==> src/rtl/uart_rx_core_if.sv <==
// Signal bundle between the UART receiver core and the logic that consumes its words.
// The master side is the receiver itself; the slave side drives the line and reads results.
interface uart_rx_core_if #(
    parameter int DATA_WIDTH = 8,
    parameter int CNT_WIDTH  = 16
);
    logic                  serial_in;
    logic [CNT_WIDTH-1:0]  clks_per_bit;
    logic [DATA_WIDTH-1:0] data_out;
    logic                  rx_start_pulse;
    logic                  rx_done_pulse;
    logic                  rx_error;
    logic                  rx_busy;

    modport master (
        input  serial_in,
        input  clks_per_bit,
        output data_out,
        output rx_start_pulse,
        output rx_done_pulse,
        output rx_error,
        output rx_busy
    );

    modport slave (
        output serial_in,
        output clks_per_bit,
        input  data_out,
        input  rx_start_pulse,
        input  rx_done_pulse,
        input  rx_error,
        input  rx_busy
    );
endinterface

==> src/rtl/uart_rx_core.sv <==
// UART receiver: 2-FF synchronizer, 3-sample majority vote, centre sampling of
// LSB-first data bits and one stop bit, with start/done/error pulses.
module uart_rx_core #(
    parameter int DATA_WIDTH = 8,
    parameter int CNT_WIDTH  = 16
) (
    input  logic           clk_16mhz,
    input  logic           rstn,
    uart_rx_core_if.master rx
);
    localparam int BIT_W = (DATA_WIDTH > 1) ? $clog2(DATA_WIDTH) : 1;
    localparam logic [BIT_W-1:0]     LAST_BIT = BIT_W'(DATA_WIDTH - 1);
    localparam logic [CNT_WIDTH-1:0] MIN_C    = CNT_WIDTH'(8);

    typedef enum logic [2:0] {
        IDLE,
        START,
        DATA,
        STOP,
        WAIT_IDLE
    } state_t;

    state_t                state, state_next;
    logic                  sync1, rx_s;
    logic [2:0]            maj_sr;
    logic                  voted;
    logic [CNT_WIDTH-1:0]  cnt, cnt_next;
    logic [CNT_WIDTH-1:0]  c_reg, c_next, c_in;
    logic [CNT_WIDTH-1:0]  half_m1, full_m1;
    logic [BIT_W-1:0]      bit_idx, bit_idx_next;
    logic [DATA_WIDTH-1:0] shift_reg, shift_next;
    logic [DATA_WIDTH-1:0] data_reg, data_next;
    logic                  start_p, start_next;
    logic                  done_p, done_next;
    logic                  err_p, err_next;

    assign voted   = (maj_sr[0] & maj_sr[1]) | (maj_sr[0] & maj_sr[2]) | (maj_sr[1] & maj_sr[2]);
    assign c_in    = (rx.clks_per_bit < MIN_C) ? MIN_C : rx.clks_per_bit;
    // Counter runs 0..target, so the start sample lands H cycles after T0 and data samples every C.
    assign half_m1 = (c_reg >> 1) - CNT_WIDTH'(1);
    assign full_m1 = c_reg - CNT_WIDTH'(1);

    always_ff @(posedge clk_16mhz or negedge rstn) begin
        if (!rstn) begin
            sync1     <= 1'b1;
            rx_s      <= 1'b1;
            maj_sr    <= 3'b111;
            state     <= IDLE;
            cnt       <= '0;
            c_reg     <= '0;
            bit_idx   <= '0;
            shift_reg <= '0;
            data_reg  <= '0;
            start_p   <= 1'b0;
            done_p    <= 1'b0;
            err_p     <= 1'b0;
        end else begin
            sync1     <= rx.serial_in;
            rx_s      <= sync1;
            maj_sr    <= {maj_sr[1:0], rx_s};
            state     <= state_next;
            cnt       <= cnt_next;
            c_reg     <= c_next;
            bit_idx   <= bit_idx_next;
            shift_reg <= shift_next;
            data_reg  <= data_next;
            start_p   <= start_next;
            done_p    <= done_next;
            err_p     <= err_next;
        end
    end

    always_comb begin
        state_next   = state;
        cnt_next     = cnt;
        c_next       = c_reg;
        bit_idx_next = bit_idx;
        shift_next   = shift_reg;
        data_next    = data_reg;
        start_next   = 1'b0;
        done_next    = 1'b0;
        err_next     = 1'b0;
        case (state)
            IDLE: begin
                if (!rx_s) begin
                    c_next     = c_in;
                    cnt_next   = '0;
                    state_next = START;
                end
            end
            START: begin
                if (cnt == half_m1) begin
                    cnt_next = '0;
                    if (!voted) begin
                        start_next   = 1'b1;
                        bit_idx_next = '0;
                        state_next   = DATA;
                    end else begin
                        state_next = IDLE;
                    end
                end else begin
                    cnt_next = cnt + CNT_WIDTH'(1);
                end
            end
            DATA: begin
                if (cnt == full_m1) begin
                    cnt_next   = '0;
                    shift_next = {voted, shift_reg[DATA_WIDTH-1:1]};
                    if (bit_idx == LAST_BIT) begin
                        state_next = STOP;
                    end else begin
                        bit_idx_next = bit_idx + BIT_W'(1);
                    end
                end else begin
                    cnt_next = cnt + CNT_WIDTH'(1);
                end
            end
            STOP: begin
                // Leave right at the stop-bit centre so a back-to-back start edge is not missed.
                if (cnt == full_m1) begin
                    cnt_next = '0;
                    if (voted) begin
                        data_next  = shift_reg;
                        done_next  = 1'b1;
                        state_next = IDLE;
                    end else begin
                        err_next   = 1'b1;
                        state_next = WAIT_IDLE;
                    end
                end else begin
                    cnt_next = cnt + CNT_WIDTH'(1);
                end
            end
            WAIT_IDLE: begin
                if (rx_s) begin
                    state_next = IDLE;
                end
            end
            default: state_next = IDLE;
        endcase
    end

    assign rx.data_out       = data_reg;
    assign rx.rx_start_pulse = start_p;
    assign rx.rx_done_pulse  = done_p;
    assign rx.rx_error       = err_p;
    assign rx.rx_busy        = (state != IDLE);
endmodule

==> src/flat_wrapper.sv <==
// flat-port wrapper written by rule: the top's interface ports become plain ports
module uart_rx_core_flat 
#(
    parameter int DATA_WIDTH = 8,
    parameter int CNT_WIDTH  = 16
)
  (clk_16mhz, rstn, rx_serial_in, rx_clks_per_bit, rx_data_out, rx_rx_start_pulse, rx_rx_done_pulse, rx_rx_error, rx_rx_busy);
  uart_rx_core_if #(.DATA_WIDTH(DATA_WIDTH), .CNT_WIDTH(CNT_WIDTH)) rx_i ();
  input  logic clk_16mhz;
  input  logic rstn;
  input wire logic [$bits(rx_i.serial_in)-1:0] rx_serial_in;
  input wire logic [$bits(rx_i.clks_per_bit)-1:0] rx_clks_per_bit;
  output wire logic [$bits(rx_i.data_out)-1:0] rx_data_out;
  output wire logic [$bits(rx_i.rx_start_pulse)-1:0] rx_rx_start_pulse;
  output wire logic [$bits(rx_i.rx_done_pulse)-1:0] rx_rx_done_pulse;
  output wire logic [$bits(rx_i.rx_error)-1:0] rx_rx_error;
  output wire logic [$bits(rx_i.rx_busy)-1:0] rx_rx_busy;
  assign rx_i.serial_in = rx_serial_in;
  assign rx_i.clks_per_bit = rx_clks_per_bit;
  assign rx_data_out = rx_i.data_out;
  assign rx_rx_start_pulse = rx_i.rx_start_pulse;
  assign rx_rx_done_pulse = rx_i.rx_done_pulse;
  assign rx_rx_error = rx_i.rx_error;
  assign rx_rx_busy = rx_i.rx_busy;
  uart_rx_core #(.DATA_WIDTH(DATA_WIDTH), .CNT_WIDTH(CNT_WIDTH)) u_core (.clk_16mhz(clk_16mhz), .rstn(rstn), .rx(rx_i));
endmodule
==> config.mk <==
export PLATFORM = sky130hd
export DESIGN_NAME = uart_rx_core_flat
export DESIGN_NICKNAME = d
export VERILOG_FILES = /design/src/rtl/uart_rx_core_if.sv /design/src/rtl/uart_rx_core.sv /design/src/flat_wrapper.sv
export SDC_FILE = /design/constraint.sdc
export NUM_CORES = 1
export LEC_CHECK = 0
export ABC_AREA = 1
export BUFFER_PORTS_ARGS = -buffer_cell sky130_fd_sc_hd__buf_2
export CAP_MARGIN = 20
export CORE_AREA = 3 3 114 116
export CTS_BUF_LIST = sky130_fd_sc_hd__clkbuf_8
export DETAILED_ROUTE_END_ITERATION = 7
export DIE_AREA = 0 0 117 119
export GPL_TIMING_DRIVEN = 0
export HOLD_SLACK_MARGIN = 0.1
export PLACE_DENSITY = 0.55
export SKIP_LAST_GASP = 1
export SYNTH_ARGS = -nofsm -noshare
export SYNTH_HDL_FRONTEND = slang
export SYNTH_SLANG_ARGS = --single-unit
==> constraint.sdc <==
create_clock -name clk_16mhz -period 2.1 [get_ports clk_16mhz]
set_clock_uncertainty 0.05 [all_clocks]
set_input_delay 0.105 -clock clk_16mhz [delete_from_list [all_inputs] [get_ports clk_16mhz]]
set_output_delay 0.105 -clock clk_16mhz [all_outputs]
set_load 0.1 [all_outputs]
# Yosys cells after proc, flatten, opt, wreduce, memory -nomap -nowiden
# Cells that the tools add are included.
[word_totals]
register_bits = 62
output_inout_bits = 12
input_bits = 19
elab_cells = 76
[classes]
bitwise_logic = 6
magnitude_cmp = 1
n_addsub = 4
mux = 27
n_reduce_logical = 11
n_eq_ne = 15
[op_table]
columns = ["cell", "count"]
rows = [
  ["16-bit 2-to-1 mux", 4],
  ["16-bit one-hot mux with 3 select lines", 1],
  ["3-bit 2-to-1 mux", 11],
  ["16-bit == test", 2],
  ["16-bit by 1-bit adder with 16-bit output, second input constant", 1],
  ["16-bit by 4-bit < comparator with 1-bit output, second input constant", 1],
  ["15-bit by 1-bit subtractor with 16-bit output, second input constant", 1],
  ["16-bit by 1-bit subtractor with 16-bit output, second input constant", 1],
  ["3-bit one-hot mux with 5 select lines", 1],
  ["2-bit by 1-bit inequality test with 1-bit output, second input constant", 5],
  ["1-bit 2-to-1 mux", 8],
  ["3-bit by 2-bit == test with 1-bit output, second input constant", 2],
  ["3-bit == test, second input constant", 2],
  ["2-bit inequality test, second input constant", 3],
  ["3-bit one-hot mux with 2 select lines", 1],
  ["2-bit AND reduction", 3],
  ["6-bit AND reduction", 1],
  ["3-bit nonzero test", 2],
  ["5-bit AND reduction", 1],
  ["3-bit by 1-bit adder with 3-bit output, second input constant", 1],
  ["1-bit bitwise AND", 3],
  ["3-bit by 1-bit == test with 1-bit output, second input constant", 1],
  ["3-bit logical NOT", 1],
  ["3-bit AND reduction", 1],
  ["5 further kinds", 6],
]

# Longest topological paths before layout
# Gate-level depths: netlist of the first run.
[logic_depth]
ltp_word = 6
ltp_mapped = 18
ltp_nobuf = 18

# Worst setup path after synthesis of the first run
# OpenSTA, ideal clock, no wires.
[synth_path]
path_type = "reg-to-reg"
from = "reg u_core.state[2]"
to = "reg u_core.cnt[10]"
required_ns = 1.976
arrival_time_ns = 2.284
path_slack_ns = -0.308
synth_period_minus_slack_ns = 2.408
n_path_buf = 1
setup_time_ns = 0.074
path_stages_with_launch = 8
cell_sequence = "dfrtp_1 nor2_1 nand2_1 nor2_1 nor3_1 clkbuf_1 nand2_1 o21ai_2"
[synth_between]
elab_chain_cells = 4
word_cells_on_any_way = 9
classes_between = "eq/ne: 4; mux: 1; reduce/logical: 4"
[synth_lines]
columns = ["item", "line", "source"]
rows = [
  ["from (decl)", "uart_rx_core.sv:23", "state_t state, state_next;"],
  ["from (signal assigned)", "uart_rx_core.sv:61", "state <= state_next;"],
  ["3-bit by 2-bit == test with 1-bit output", "uart_rx_core.sv:83", "case (state)"],
  ["2-bit OR reduction (no line)", "-", ""],
  ["3-bit nonzero test (no line)", "-", ""],
  ["2-bit AND reduction (no line)", "-", ""],
  ["to (signal assigned)", "uart_rx_core.sv:62", "cnt <= cnt_next;"],
  ["to (decl)", "uart_rx_core.sv:27", "logic [CNT_WIDTH-1:0] cnt, cnt_next;"],
]
# Parallel ways exist; a longest one is shown, timed or not.
# A chain may end at the register's enable or synchronous reset.

# Final worst setup path of the first run
[layout_path]
from = "reg u_core.c_reg[1]"
to = "reg u_core.cnt[5]"
[layout_between]
elab_chain_cells = 4
word_cells_on_any_way = 7
classes_between = "add/sub: 2; eq/ne: 2; mux: 3"
[layout_lines]
columns = ["item", "line", "source"]
rows = [
  ["from (decl)", "uart_rx_core.sv:28", "logic [CNT_WIDTH-1:0] c_reg, c_next, c_in;"],
  ["from (signal assigned)", "uart_rx_core.sv:63", "c_reg <= c_next;"],
  ["16-bit by 1-bit subtractor with 16-bit output / 15-bit by 1-bit subtractor with 16-bit output (equally long branches)", "uart_rx_core.sv:41, uart_rx_core.sv:40", ""],
  ["16-bit == test (on tied branches)", "uart_rx_core.sv:106, uart_rx_core.sv:120, uart_rx_core.sv:92", ""],
  ["16-bit 2-to-1 mux (on tied branches)", "uart_rx_core.sv:106, uart_rx_core.sv:120, uart_rx_core.sv:92", ""],
  ["16-bit one-hot mux with 3 select lines (*)", "uart_rx_core.sv:83", ""],
]
# Every way passes the cells marked *; elsewhere a longest branch is shown, timed or not.

==> results of run 1 <==
critical path, cell delays in order, from the launching register on:
cell     delay [ps]
dfrtp_1         410
inv_4           100
ha_4            200
nand2_4         100
nor2_4          220
nand2_2          80
nand2_2          70
nand2_1          50
nor2_1          110
nand2_1         100
nor2_4          130
nand2_4         100
nand2_4          90
nand2_4          80
inv_6            90
buf_12          120
o21ai_2          50
power by group through the flow:
stage / Clock (µW) / Sequential, µW / Combinational [µW]
6_report: 1110 / 1770 / 4010
5_1_grt: 1200 / 1810 / 4460
4_1_cts: 1150 / 1780 / 3750
3_5_place_dp: 0 / 1800 / 3120
3_3_place_gp: 0 / 1790 / 3070
2_1_floorplan: 0 / 1700 / 2500
final cells by class:
cell class,count,area share
clock buffer,9,0.0225
timing repair inverter,1,0.00159
sequential,62,0.285
tap,147,0.0334
timing repair buffer,75,0.107
clock inverter,7,0.0146
buffer,15,0.0171
multi-input combinational,453,0.474
inverter,61,0.0457
layer usage:
layer | vias up | track usage | part of all wire
met3 | 8 | 0.0269 | 0.034
met2 | 52 | 0.290 | 0.49
li1 | 2033 | - | -
met4 | 0 | 0.0516 | 0.010
met5 | - | 0 | 0
met1 | 1888 | 0.236 | 0.46
kinds of logic after synthesis:
family,count (synthesis),share of synthesized area
simple gates,370,0.400
compound gates,38,0.0592
flops,62,0.369
buf+inv,76,0.0767
fa+ha+maj,6,0.0172
xor+xnor,38,0.0787
through the flow:
step           TNS, ps  setup WS [ps]  power, µW  area [µm²]
5_1_grt         -10150           -295       7470        5500
3_3_place_gp    -12140           -391       4860        4580
4_1_cts          -2810           -109       6680        5340
6_report         -4780           -163       6890        5500
2_1_floorplan        0           9.32       4200        4240
3_5_place_dp    -12470           -398       4930        4580
repair_timing:
item                                    CTS  global route
hold endpoints to repair                 74             0
setup buffers                            21             5
gates cloned                              3             0
hold buffers                             18             0
gates resized for setup                  53            40
endpoints found under the setup margin   40            49
pin swaps                                25            19
placed cells by master (no fill, tap or decap), types with 7 or more instances in the layout:
| cell type | count |
|---|---|
| xnor2_1 | 21 |
| dfrtp_1 | 51 |
| o21ai_2 | 11 |
| nand2_2 | 33 |
| nand4_1 | 9 |
| o21ai_0 | 16 |
| inv_1 | 48 |
| nand3_1 | 39 |
| xor2_1 | 17 |
| buf_2 | 37 |
| nor2_1 | 38 |
| inv_2 | 7 |
| nand3_2 | 7 |
| nor2_2 | 10 |
| nor2_4 | 16 |
| nand2_4 | 10 |
| dlygate4sd3_1 | 18 |
| nand2_1 | 190 |
| buf_4 | 22 |
| clkbuf_8 | 9 |
worst min-delay path by stage:
stage	start	end	slack, ps	cells past startpoint
after CTS	u_core.sync1	u_core.rx_s	310	0
final	rstn	u_core.c_reg[9]	310	2
after floorplan	rstn	u_core.bit_idx[0]	-240	0
after global placement	rx_serial_in	u_core.sync1	160	1
after global routing	u_core.sync1	u_core.rx_s	320	0
after detailed placement	rx_serial_in	u_core.sync1	170	1
==> impl_results.md, run 1 <==
- Status: finished, violations left
- Failing checks: setup timing
- Final core utilization: 0.458
- CTS root buffer: clkbuf_8
- Post-synth EDFFs: 0
- # IOs: 31
- Power Dens Cells: 1250 nW/µm²
- Asr flop ratio synth: 1.00
- Diode count: 0
- Fraction of layout cells with a size suffix above 1: 0.302
- Worst hold-check path type: primary input to asynchronous set/reset pin
- CP required: 2290 ps
- Die Area: 13900 µm²
- TritonRoute pass-1 iters: 4
- TritonCTS clock tree: built
- Area grow syn2layout: 30.2%
- YS warnings: 0
- Type of the worst setup path: flip-flop to flip-flop
- Antenna violations before repair: 0
- Final hold slack: 307 ps
- Final worst setup slack: -163 ps
- Die height: 119 µm
- Yosys top cell by area: dfrtp_1
- Gp weighted congestion: 0.849
- Leakage: 0.00277 µW
- Max Freq: 0.442 GHz
- Max cap viols: 0
- Post-synth top cells: nand2_1, dfrtp_1, inv_1
- Clk buf depth: 2
- Gr usage total: 0.176
- Final hold vios: 0
- First-pass GRT wire length: 19400 µm
- Routed vias: 3981
- Worst r2r dst: u_core.cnt[5]
- Clock sinks: 62
- Synth top area share: 0.337
- Synth Net Count: 614
- Setup-failing EPs final: 39
- Reg power frac: 0.257
- Routed WL: 11300 µm
- Clock period minus worst slack: 2260 ps
- Synth Cell Area: 4230 µm²
- Post-synthesis cell type count: 41
- Synth top area cells: dfrtp_1, nand2_1, nand3_1
- Crit path DAT: 2450 ps
- Reg area: 1570 µm²
- Detail Route Antenna Nets: 0
- Core Box Area: 12000 µm²
- Initial Util: 0.352
- FF-to-FF path depth: 16
- Vias in the first global route: 3948
- Overflow after GRT: 0
- Instance count of the mapped netlist: 590
- NetSw: 3340 µW
- Final net count: 702
- VDD IR max: 0.370 mV
- Num rows: 40
- Max_slew headroom: 0.464
- Switching part of the total: 0.484
- Cell Int Power: 3560 µW
- Largest net degree at the start of global routing: 63
- Worst-path clk slew: 80 ps
- Post-route clock period utilization: 1.08
- Via density per instance: 4.80
- Htree depth: 3
- Multi-input logic area: 2610 µm²
- Residual DRC count: 0
- Critical path endpoint: u_core.cnt[5]
- Worst Tran Pin Value: 804 ps
- Clk_lat worst skew: 360 ps
- Initial DRC Count: 223
- Crit end category: flip-flop
- Worst R2R Start: u_core.c_reg[1]
- Logic pwr share: 0.581
- TritonCTS Buffers: 9
- Reg-to-reg setup timing slack: -160 ps
- Synth Area per Inst: 7.16 µm²
- Die W: 117 µm
- Fillers: 1188
- Yosys reg bits: 62
- I/O Buffers: 30
- Crit Path Max Fanout: 6
- Placed instance count: 767
- DP HPWL: 7980 µm
- Dominant synthesized flop cell: dfrtp_1
- Clock Power Share: 0.162
- Slew Limit Fails: 0
- Post-Layout Cell Count: 830
- WL/cell: 13.6 µm
- Top-count cell post-synth: nand2_1
- Unrepaired setup endpoints after global routing: yes
- Critical Path Source: u_core.c_reg[1]
- Sequential share of the synthesized area: 0.369
- Startpoint types: flip-flop
No activity file was read; power rests on OpenSTA's default activity.
==> run 2, diff against run 1 <==
Settings changed: PLACE_DENSITY 0.55 to 0.53.
Clock period 2.1 ns to 2.5 ns, I/O delays scaled along.
==> run 2 against run 1 <==
The flow now finishes without violations. Total power decreased by 23%. Hold slack about the same. Flip-flop and latch count stayed put. Fmax decreased by 3.9%. Global-route usage fell by 0.98 points. Register-to-register slack improved by 310 ps. Clock power down 14%. Via count down 2.9%.
==> impl_results.md, run 2 (same netlist as run 1, synthesis figures left out) <==
- Num rows: 40 (unchanged)
- Placed instance count: 767 (unchanged)
- Placement Cell Area: 4560 µm² (-0.38%)
- DP HPWL: 8050 µm (+0.93%)
- Final hold slack: 307 ps (-0.160 ps)
- Detail Route Antenna Nets: 0 (unchanged)
- Switching part of the total: 0.487 (+0.00340)
- WL/cell: 13.6 µm (about the same)
- Die W: 117 µm (unchanged)
- Power Dens Cells: 1050 nW/µm² (-16%)
- Max cap viols: 0 (unchanged)
- Overflow after GRT: 0 (unchanged)
- Die height: 119 µm (unchanged)
- Residual DRC count: 0 (unchanged)
- Tot Pwr: 5330 µW (-23%)
- Routed vias: 3864 (-2.9%)
- Multi-input logic area: 2390 µm² (-8.2%)
- Most Frequent Cell on Critical Path: nand2_1
- TritonCTS Buffers: 9 (unchanged)
- TritonRoute pass-1 iters: 4 (unchanged)
- Crit end category: flip-flop
- Die Area: 13900 µm² (unchanged)
- Slew Limit Fails: 0 (unchanged)
- Reg area: 1560 µm² (-0.40%)
- Setup-failing EPs final: 0 (-100%)
- Core Box Area: 12000 µm² (unchanged)
- Vias in the first global route: 3727 (-5.6%)
- # IOs: 31 (unchanged)
- Buf+Inv Stages, Crit Path: 3 (unchanged)
- Fraction of layout cells with a size suffix above 1: 0.197 (-0.104)
- Crit Path Max Fanout: 6 (unchanged)
- Routed WL: 11000 µm (-2.3%)
- Final hold vios: 0 (unchanged)
- Type of the worst setup path: flip-flop to flip-flop
- Reg power frac: 0.278 (+0.021)
- Clock Power Share: 0.179 (+0.017)
- Clk buf depth: 2 (unchanged)
- Cell Int Power: 2730 µW (-23%)
- Logic pwr share: 0.544 (-0.037)
- Max_slew headroom: 0.351 (-0.113)
- CTS root buffer: clkbuf_8
- Max Freq: 0.425 GHz (-3.9%)
- VDD IR max: 0.297 mV (-20%)
- Final instance area: 5100 µm² (-7.3%)
- Reg-to-reg setup timing slack: 140 ps (+310 ps)
- Initial DRC Count: 197 (-12%)
- I/O Buffers: 30 (unchanged)
- Largest net degree at the start of global routing: 63 (unchanged)
- Post-route clock period utilization: 0.942 (-0.135)
- Gp weighted congestion: 0.829 (-2.3%)
- Htree depth: 3 (unchanged)
- Unrepaired setup endpoints after global routing: yes
- Worst hold-check path type: flip-flop to flip-flop
- Leakage: 0.00260 µW (-6.4%)
- Startpoint types: flip-flop
- Antenna violations before repair: 0 (unchanged)
- Post-Layout Cell Count: 811 (-2.3%)
- Crit path DAT: 2560 ps (+110 ps)
- NetSw: 2600 µW (-22%)
- Worst Tran Pin Value: 967 ps (+162 ps)
- Cell family contributing the most delay on the critical path: simple AND/OR/NAND/NOR gates
- Clock period minus worst slack: 2360 ps (+92.5 ps)
- Most common cell after layout, fill and taps aside: nand2_1
- Status: completed
- Via density per instance: 4.76 (-0.67%)
- Clk_lat worst skew: 370 ps (about the same)
- Worst-path clk slew: 80 ps (about the same)
- Initial Util: 0.352 (unchanged)
- Slowest library cell on the worst path: dfrtp_1
- CP required: 2700 ps (+410 ps)
- Gr usage total: 0.166 (-0.00976)
- First-pass GRT wire length: 18200 µm (-6.0%)
- Fillers: 1255 (+5.6%)
- Crit-path max cell delay: 500 ps (+90 ps)
- Final net count: 683 (-2.7%)
- Worst path cell trace: nor2_4 -> inv_2 -> nor2_2 -> nand2_1 -> nand2_1 -> nand3_1 -> nor2_1 -> nand2_2 -> o21ai_4 -> nand2_4 -> inv_4 -> clkbuf_16 -> o21ai_2
- Most frequent cells in the layout: nand2_1, dfrtp_1, inv_1, nand3_1, nor2_1
- Diode count: 0 (unchanged)
- Area grow syn2layout: 20.6%
- TritonCTS clock tree: built
- Clock sinks: 62 (unchanged)
==> run 2: cell count changes in the layout (fill, tap and decap cells not counted), moves of 6 or more <==
cell and delta:
nand3_1 +7, nor2_1 +6, buf_4 -13, nand2_2 -28, nand2_1 +31
==> run 2: cell type report <==
cell class / count / share of cell area
Clock buffer: 9 / 0.0243
Clock inverter: 7 / 0.0157
Buffer: 15 / 0.0184
Multi-Input combinational cell: 453 / 0.470
Timing Repair inverter: 1 / 0.000982
Sequential cell: 62 / 0.306
Tap cell: 147 / 0.0361
Timing Repair Buffer: 56 / 0.0805
Inverter: 61 / 0.0484
==> run 2: path summary, 6_finish.rpt <==
path	from	to	cells after the start
setup / recovery	u_core.c_reg[4]	u_core.cnt[5]	13
setup reg to reg	u_core.c_reg[4]	u_core.cnt[5]	13
max in group asynchronous	rstn	u_core.c_reg[2]	2
hold / removal	u_core.sync1	u_core.rx_s	0
hold reg to reg	u_core.sync1	u_core.rx_s	0
min in group asynchronous	rstn	u_core.rx.data_out[4]	2
==> run 2: through the flow <==
stage | utilization | TNS, ps | worst slack [ps]
detailed placement | 0.380 | -4550 | -204
floorplan | - | 0 | 91.6
global placement | 0.380 | -3600 | -172
CTS | 0.413 | 0 | 6.55
finish | 0.424 | 0 | 145
global route | 0.424 | -147 | -29.9
==> run 2: what timing repair did <==
| item | in CTS | in global routing |
|---|---|---|
| setup buffers | 0 | 7 |
| hold buffers | 18 | 0 |
| setup endpoints to repair | 37 | 38 |
| endpoints found under the hold margin | 74 | 0 |
| resized for setup | 6 | 13 |
| pin swaps | 1 | 2 |
| cloned | 0 | 3 |
==> run 2: per-layer routing <==
| layer | wire length, µm | vias to the layer above | global-route usage |
|---|---|---|---|
| li1 | - | 1997 | - |
| met1 | 5400 | 1795 | 0.226 |
| met2 | 5100 | 57 | 0.261 |
| met3 | 378 | 15 | 0.0356 |
| met4 | 153 | 0 | 0.0538 |
| met5 | 0 | - | 0 |
==> run 2: power groups by stage <==
stage	clock, µW	combinational (µW)	sequential [µW]
finish	953	2900	1480
global route	1010	3280	1510
CTS	975	2660	1490
detailed placement	0	2600	1510
global placement	0	2560	1500
floorplan	0	2070	1430
==> run 2: worst reg2reg max path, delay by kind of cell (launching register included) <==
family,cells,cell delay (ps)
and+or+nand+nor,8,1070
buffers and inverters,3,330
AOI/OAI and AO/OA,2,300
DFF,1,500
==> run 3, diff against run 2 <==
Clock period 2.5 ns to 2.4 ns, I/O delays scaled along.
==> run 3 against run 2 <==
First-iteration DRC count rose by 19%. Cell count grew 0.99%. Total power is 8.1% higher. Core utilization is 1.2 points higher. Critical path depth up 3. Count of clock-buffer cells in the layout is the same. Die area is the same. Via count is 1.4% higher. Worst setup slack worse by 32 ps. Sequential share of layout area is 0.72 points lower. Hold slack gained 0.77 ps. Non-clock buffer count grew 8. Largest cell class unchanged.
==> impl_results.md, run 3 (same netlist as run 1, synthesis figures left out) <==
- Status: completed
- Max_slew headroom: 0.462 (+0.111)
- Reg power frac: 0.270 (-0.008)
- Fraction of layout cells with a size suffix above 1: 0.229 (+0.0319)
- Diode count: 0 (unchanged)
- Worst Tran Pin Value: 808 ps (-159 ps)
- Routed WL: 11100 µm (+1.0%)
- Clk buf depth: 2 (unchanged)
- Htree depth: 3 (unchanged)
- Setup-failing EPs final: 0 (unchanged)
- Post-Place Setup Slack: -299 ps (-94.8 ps)
- Clock sinks: 62 (unchanged)
- Worst hold-check path type: flip-flop to flip-flop
- Die height: 119 µm (unchanged)
- Num rows: 40 (unchanged)
- Die Area: 13900 µm² (unchanged)
- Logic pwr share: 0.558 (+0.014)
- Crit path DAT: 2470 ps (-90 ps)
- # IOs: 31 (unchanged)
- Max cap viols: 0 (unchanged)
- Slowest library cell on the worst path: dfrtp_2
- Core Box Area: 12000 µm² (unchanged)
- Crit-path max cell delay: 410 ps (-90 ps)
- Type of the worst setup path: flip-flop to flip-flop
- Most common cell after layout, fill and taps aside: nand2_1
- CTS root buffer: clkbuf_8
- Power Dens Cells: 1100 nW/µm² (+5.2%)
- Residual DRC count: 0 (unchanged)
- VDD IR max: 0.368 mV (+24%)
- Unrepaired setup endpoints after global routing: yes
- Most frequent cells in the layout: nand2_1, dfrtp_1, inv_1, nand3_1, nor2_1
- TritonCTS Buffers: 9 (unchanged)
- Cell Int Power: 2980 µW (+8.8%)
- DP HPWL: 7980 µm (-0.91%)
- Final worst setup slack: 112 ps (-32.5 ps)
- Clock Power Share: 0.171 (-0.008)
- Final instance area: 5240 µm² (+2.8%)
- NetSw: 2790 µW (+7.4%)
- Final core utilization: 0.436 (+0.0120)
- Initial Util: 0.352 (unchanged)
- CP required: 2580 ps (-120 ps)
- I/O Buffers: 30 (unchanged)
- First-pass GRT wire length: 18400 µm (+0.83%)
- Antenna violations before repair: 0 (unchanged)
- Initial DRC Count: 234 (+19%)
- Leakage: 0.00266 µW (+2.4%)
- Die W: 117 µm (unchanged)
- Placement Cell Area: 4570 µm² (about the same)
- Switching part of the total: 0.484 (-0.00342)
- Crit Path Max Fanout: 6 (unchanged)
- WL/cell: 13.6 µm (about the same)
- Vias in the first global route: 3733 (+0.16%)
- Overflow after GRT: 0 (unchanged)
- Gr usage total: 0.167 (+0.00108)
- Area grow syn2layout: 24.0%
- Final hold vios: 0 (unchanged)
- TritonRoute pass-1 iters: 4 (unchanged)
- Gp weighted congestion: 0.837 (+0.95%)
- Crit end category: flip-flop
- Clk_lat worst skew: 350 ps (-20 ps)
- Via density per instance: 4.79 (+0.46%)
- Largest net degree at the start of global routing: 63 (unchanged)
- Routed vias: 3920 (+1.4%)
- Clock period minus worst slack: 2290 ps (-67.5 ps)
- Max Freq: 0.437 GHz (+3.0%)
- Detail Route Antenna Nets: 0 (unchanged)
- Final net count: 691 (+1.2%)
- Slew Limit Fails: 0 (unchanged)
- Post-route clock period utilization: 0.953 (+0.0111)
- Worst path cell trace: inv_2 -> ha_4 -> nand2_4 -> nor2_4 -> nand2_1 -> nand2_1 -> nand2_1 -> nor2_1 -> nand2_1 -> nor2_4 -> nand2_4 -> nand2_4 -> nand2_4 -> inv_4 -> clkbuf_16 -> o21ai_2
- Worst-path clk slew: 80 ps (about the same)
- TritonCTS clock tree: built
- Startpoint types: flip-flop
==> run 3: final timing paths <==
kind	slack, ps	end	cells past startpoint	start
hold / removal	310	u_core.rx_s	0	u_core.sync1
setup / recovery	110	u_core.cnt[11]	16	u_core.c_reg[2]
hold reg to reg	310	u_core.rx_s	0	u_core.sync1
setup reg to reg	110	u_core.cnt[11]	16	u_core.c_reg[2]
max in group asynchronous	1360	u_core.cnt[1]	2	rstn
min in group asynchronous	340	u_core.c_reg[9]	2	rstn
==> run 3: what timing repair did <==
item / 4_1_cts / 5_1_grt
buffers inserted: 4 / 11
hold buffers: 18 / 0
resized for setup: 10 / 31
cloned: 0 / 3
hold endpoints to repair: 74 / 0
pin swaps: 2 / 17
endpoints found under the setup margin: 40 / 38
==> run 3: power groups by stage <==
stage	clock network (µW)	logic, µW	registers [µW]
global route	1060	3610	1590
detailed placement	0	2700	1570
global placement	0	2670	1570
CTS	1010	2880	1550
finish	988	3220	1560
floorplan	0	2160	1490
==> run 3: area by class of cell <==
class | instances | area [µm²]
buffer | 15 | 93.8
clock buffer | 9 | 124
sequential | 62 | 1570
multi-input combinational | 453 | 2470
tap | 147 | 184
clock inverter | 7 | 82.6
timing repair inverter | 1 | 5.00
fill | 1243 | 6770
timing repair buffer | 64 | 474
inverter | 61 | 246
==> run 3: per-stage QoR <==
stage          cells  total power, µW  hold WS (ps)  TNS, ps
3_3_place_gp     767             4230           176    -7440
2_1_floorplan    590             3650          -226        0
4_1_cts          805             5440           311        0
3_5_place_dp     767             4270           176    -8190
5_1_grt          819             6260           314     -961
6_report         819             5770           308        0
==> run 3: critical path: cells and delay by family (launching register included) <==
kind	cells	cell delay [ps]
buf+inv	3	330
flops	1	410
simple gates	11	1120
compound gates	1	50
fa+ha+maj	1	200
==> run 3: per-layer routing <==
metal  global-route usage  routed length (µm)
met5                    0                   0
met2                0.277                5400
met1                0.223                5270
met3               0.0330                 386
met4               0.0394                  93
